$ cat src/rtl/uart_hex_parser.sv
// Parses CR/LF-terminated ASCII hex lines from a UART RX byte stream and
// presents each value on a valid/ready output, flagging malformed lines.
module uart_hex_parser #(
  parameter int unsigned MAX_DIGITS = 4,
  localparam int unsigned VW = 4 * MAX_DIGITS
) (
  input  logic          pll_clk,
  input  logic          rst_n,
  input  logic          in_valid,
  input  logic [7:0]    in_data,
  output logic          in_ready,
  output logic          out_valid,
  output logic [VW-1:0] out_value,
  input  logic          out_ready,
  output logic          err,
  output logic [1:0]    err_code
);

  localparam int unsigned CW = $clog2(MAX_DIGITS + 1);

  localparam logic [1:0] CODE_BAD_CHAR   = 2'b01;
  localparam logic [1:0] CODE_TOO_LONG   = 2'b10;

  typedef enum logic [1:0] {
    IDLE,
    ACCUM,
    HOLD,
    DISCARD
  } state_t;

  state_t        state, state_next;
  logic [VW-1:0] acc, acc_next;
  logic [CW-1:0] cnt, cnt_next;
  logic [VW-1:0] value_next;
  logic          err_next;
  logic [1:0]    code_next;

  logic          is_digit;
  logic          is_term;
  logic [3:0]    nibble;
  logic          take;

  // Character classification of the byte currently on in_data.
  always_comb begin
    is_digit = 1'b0;
    nibble   = '0;
    if (in_data >= 8'h30 && in_data <= 8'h39) begin
      is_digit = 1'b1;
      nibble   = in_data[3:0];
    end else if ((in_data >= 8'h41 && in_data <= 8'h46) ||
                 (in_data >= 8'h61 && in_data <= 8'h66)) begin
      is_digit = 1'b1;
      nibble   = in_data[3:0] + 4'd9;
    end
    is_term = (in_data == 8'h0D) || (in_data == 8'h0A);
  end

  assign in_ready  = (state != HOLD);
  assign out_valid = (state == HOLD);
  assign take      = in_valid && in_ready;

  always_comb begin
    state_next = state;
    acc_next   = acc;
    cnt_next   = cnt;
    value_next = out_value;
    err_next   = 1'b0;
    code_next  = err_code;

    unique case (state)
      IDLE: begin
        if (take) begin
          if (is_digit) begin
            acc_next   = VW'(nibble);
            cnt_next   = CW'(1);
            state_next = ACCUM;
          end else if (!is_term) begin
            err_next   = 1'b1;
            code_next  = CODE_BAD_CHAR;
            state_next = DISCARD;
          end
        end
      end

      ACCUM: begin
        if (take) begin
          if (is_digit) begin
            if (cnt == CW'(MAX_DIGITS)) begin
              err_next   = 1'b1;
              code_next  = CODE_TOO_LONG;
              state_next = DISCARD;
            end else begin
              acc_next = (acc << 4) | VW'(nibble);
              cnt_next = cnt + CW'(1);
            end
          end else if (is_term) begin
            value_next = acc;
            state_next = HOLD;
          end else begin
            err_next   = 1'b1;
            code_next  = CODE_BAD_CHAR;
            state_next = DISCARD;
          end
        end
      end

      HOLD: begin
        if (out_ready) begin
          acc_next   = '0;
          cnt_next   = '0;
          state_next = IDLE;
        end
      end

      DISCARD: begin
        // Rest of a rejected line is swallowed silently up to its terminator.
        if (take && is_term) begin
          acc_next   = '0;
          cnt_next   = '0;
          state_next = IDLE;
        end
      end

      default: state_next = IDLE;
    endcase
  end

  always_ff @(posedge pll_clk) begin
    if (!rst_n) begin
      state     <= IDLE;
      acc       <= '0;
      cnt       <= '0;
      out_value <= '0;
      err       <= 1'b0;
      err_code  <= '0;
    end else begin
      state     <= state_next;
      acc       <= acc_next;
      cnt       <= cnt_next;
      out_value <= value_next;
      err       <= err_next;
      err_code  <= code_next;
    end
  end

endmodule

$ cat config.mk
export PLATFORM = sky130hd
export DESIGN_NAME = uart_hex_parser
export DESIGN_NICKNAME = d
export VERILOG_FILES = /design/src/rtl/uart_hex_parser.sv
export SDC_FILE = /design/constraint.sdc
export NUM_CORES = 1
export LEC_CHECK = 0
export BUFFER_PORTS_ARGS = -buffer_cell sky130_fd_sc_hd__buf_2
export CAP_MARGIN = 20
export CORE_MARGIN = 3
export CORE_UTILIZATION = 55
export CTS_CLUSTER_SIZE = 25
export DETAILED_ROUTE_END_ITERATION = 10
export HOLD_SLACK_MARGIN = 0.05
export PLACE_DENSITY = 0.77
export REMOVE_ABC_BUFFERS = 1
export SLEW_MARGIN = 15
export SYNTH_ARGS = -nofsm -noshare
export SYNTH_HDL_FRONTEND = slang
export SYNTH_SLANG_ARGS = --single-unit
$ cat constraint.sdc
create_clock -name pll_clk -period 3.1 [get_ports pll_clk]
set_clock_uncertainty 0.15 [all_clocks]
set_input_delay 0.62 -clock pll_clk [delete_from_list [all_inputs] [get_ports pll_clk]]
set_output_delay 0.62 -clock pll_clk [all_outputs]
set_load 0.01 [all_outputs]
==> impl_metrics.tcl <==
set metrics [dict create \
    status "completed" \
    cts_buffers 5 \
    finalSetupViolCount 0 \
    relSlewSlack 0.586 \
    yosysWarnings 0 \
    die-area_mm2 0.00434 \
    final.min_clock_period_ns 2.33 \
    critPathArrivalTime_ns 2.39 \
    p_leak_uw 0.000904 \
    synthTopCellsByArea "dfxtp_1, mux2i_1, nor2_1, a21oi_1, ha_1" \
    peakVddDrop_uv 360 \
    r2r_setup_slack_ns 0.81 \
    nFillCells 287 \
    total_power_uw 1030 \
    postSynthAreaPerCell_um2 9.52 \
    r2r_cells 6 \
    grt_overflow_total 0 \
    routed_via_density 5.47 \
    place.gp.congestion 0.942 \
    p_per_area_mw_per_mm2 472 \
    syn_area_mm2 0.00197 \
    multi_input_area_mm2 0.00102 \
    cts.path.max_buffers 2 \
    final_util 0.646 \
    maxCapViolCount 0 \
    core_mm2 0.00339 \
    synth-seq-area-share 0.406 \
    drt-total-wl_um 3880 \
    postRouteAntennaNets 0 \
    regArea_um2 801 \
    grt_max_degree 38 \
    timing.final.hold_violations 0 \
    rr_endpoint "acc[13]$_SDFFE_PN0P_" \
    cts_resized 0 \
    period_share 0.753 \
    worstMarginPinSlew_ns 0.620 \
    final_cell_mix "dfxtp_1, buf_2, mux2i_1" \
    track_usage 0.197 \
    placedCellCount 278 \
    port_buffers 32 \
    cts_tree "done" \
    htreeDepth 2 \
    timing_worst_setup_path_type "input pin to flop" \
    syn_to_final_growth_pct 11.1 \
    ctsHoldBuffers 0 \
    synth_edf_count 0 \
    start_util 0.581 \
    rsz0062_at_grt "no" \
    crit_path_max_fanout 9 \
    fmax_mhz 428 \
    cp-startpoint "in_data[1]" \
    first_global_vias 1482 \
    dr.pass1.iters 4 \
    routedWlPerCell_um 13.6 \
    final_common_cell "dfxtp_1" \
    antenna_cells 0 \
    final_nets 257 \
    cp-endpoint "acc[13]$_SDFFE_PN0P_" \
    stdcell_count 286 \
    synth_top_area_cell "dfxtp_1" \
    async_reset_ff_frac 0 \
    drive_gt1_frac 0.246 \
    clkLatencyLatePin_ns 0.33 \
    ys_types 52 \
    synth_top_area_share 0.406 \
    dp_hpwl_um 2770 \
    vias 1565 \
    crit_path_end_kind "flop" \
    fin_tns_setup_ns 0 \
    startpoint_type "input pin" \
    synth_ff_type "dfxtp_1" \
    required_ns 3.15 \
    chipWidth_um 65.9 \
    drt_iter0_markers 86 \
    clockRootBuffer "clkbuf_4" \
    cts_setup_buffers 0 \
    antenna_found_initial 0 \
    die_y_um 65.9 \
    rows 21 \
    clk_pin_slew_worst_paths_ns 0.11 \
    synthCells 207 \
    cts.sinks 40 \
    r2r-start "state[1]$_SDFFE_PN0P_" \
    yosys_register_bits 40 \
    grt_pass1_wl_um 6610 \
    io_pins 33 \
    drt_drc_violations_left 0 \
    slew_viol_final 0 \
    hold_path_class "flop to flop" \
]
where the power goes:
group	internal, uW	switching (uW)	leakage, uW
combinational	65.2	98.2	0.000538
clock	169	155	0.0000422
sequential	525	20.3	0.000323
synthesized netlist by cell type, types with 2 or more instances:
library cell and number:
a21oi_1 15, a31oi_1 2, and2_2 2, buf_6 2, clkbuf_1 4, clkbuf_8 2, dfxtp_1 40, ha_1 6
inv_1 9, mux2i_1 25, nand2_1 19, nand3_1 3, nand4b_1 6, nor2_1 21, nor3_1 8, nor4_1 2
o21ai_0 2, or3_1 4, or4b_4 2
per-stage QoR:
step	hold WS [ns]	worst slack [ns]	area, um^2
2_1_floorplan	0.294	0.373	1860
3_3_place_gp	0.317	0.444	2110
3_5_place_dp	0.319	0.412	2110
4_1_cts	0.333	0.782	2190
5_1_grt	0.364	0.583	2190
6_report	0.334	0.766	2190
worst min path at each step:
| stage | startpoint | to | slack [ns] | depth (start not counted) |
|---|---|---|---|---|
| 2_1_floorplan | acc[6]$_SDFFE_PN0P_ | acc[6]$_SDFFE_PN0P_ | 0.29 | 2 |
| 3_3_place_gp | out_value[9]$_SDFFE_PN0P_ | out_value[9]$_SDFFE_PN0P_ | 0.32 | 2 |
| 3_5_place_dp | acc[3]$_SDFFE_PN0P_ | acc[3]$_SDFFE_PN0P_ | 0.32 | 2 |
| 4_1_cts | acc[3]$_SDFFE_PN0P_ | acc[3]$_SDFFE_PN0P_ | 0.33 | 2 |
| 5_1_grt | acc[3]$_SDFFE_PN0P_ | acc[3]$_SDFFE_PN0P_ | 0.36 | 2 |
| 6_report | acc[6]$_SDFFE_PN0P_ | acc[6]$_SDFFE_PN0P_ | 0.33 | 2 |
state kept, by name, summed over array words and instances, names as in the netlist:
name	count
cnt	3
out_value	16
err_code	2
state	2
acc	16
err	1
cell families (layout without fill, tap and decap cells):
logic type               count (synthesis)  count (layout)  synth area share
buffers and inverters                   22              55            0.0762
AND/OR/NAND/NOR                         78              78             0.222
flip-flops                              40              40             0.406
multiplexers                            25              25             0.127
adder cells (fa/ha/maj)                  6               6            0.0381
AO/OA/AOI/OAI                           36              36             0.130
final cells by class:
| type | count | area share |
|---|---|---|
| Clock buffer | 6 | 0.0189 |
| Clock inverter | 2 | 0.0160 |
| Inverter | 10 | 0.0171 |
| Multi-Input combinational cell | 145 | 0.466 |
| Sequential cell | 40 | 0.366 |
| Tap cell | 46 | 0.0263 |
| Timing Repair Buffer | 37 | 0.0903 |
per-layer routing:
metal / share of wire / routed length [um] / global-route usage / vias to the layer above
met4: 0.014 / 54 / 0.0699 / 0
met2: 0.46 / 1800 / 0.310 / 28
li1: - / - / - / 800
met3: 0.040 / 156 / 0.0493 / 6
met1: 0.48 / 1870 / 0.259 / 731
met5: 0 / 0 / 0 / -
worst max-delay path, cell delays in order:
cell	delay, ns
buf_2	0.12
inv_1	0.07
ha_1	0.21
nor2_1	0.18
a211oi_4	0.14
o32ai_2	0.52
buf_4	0.27
mux2i_1	0.20
nor3_1	0.06
Note: power is estimated with default switching activity, not from simulation.
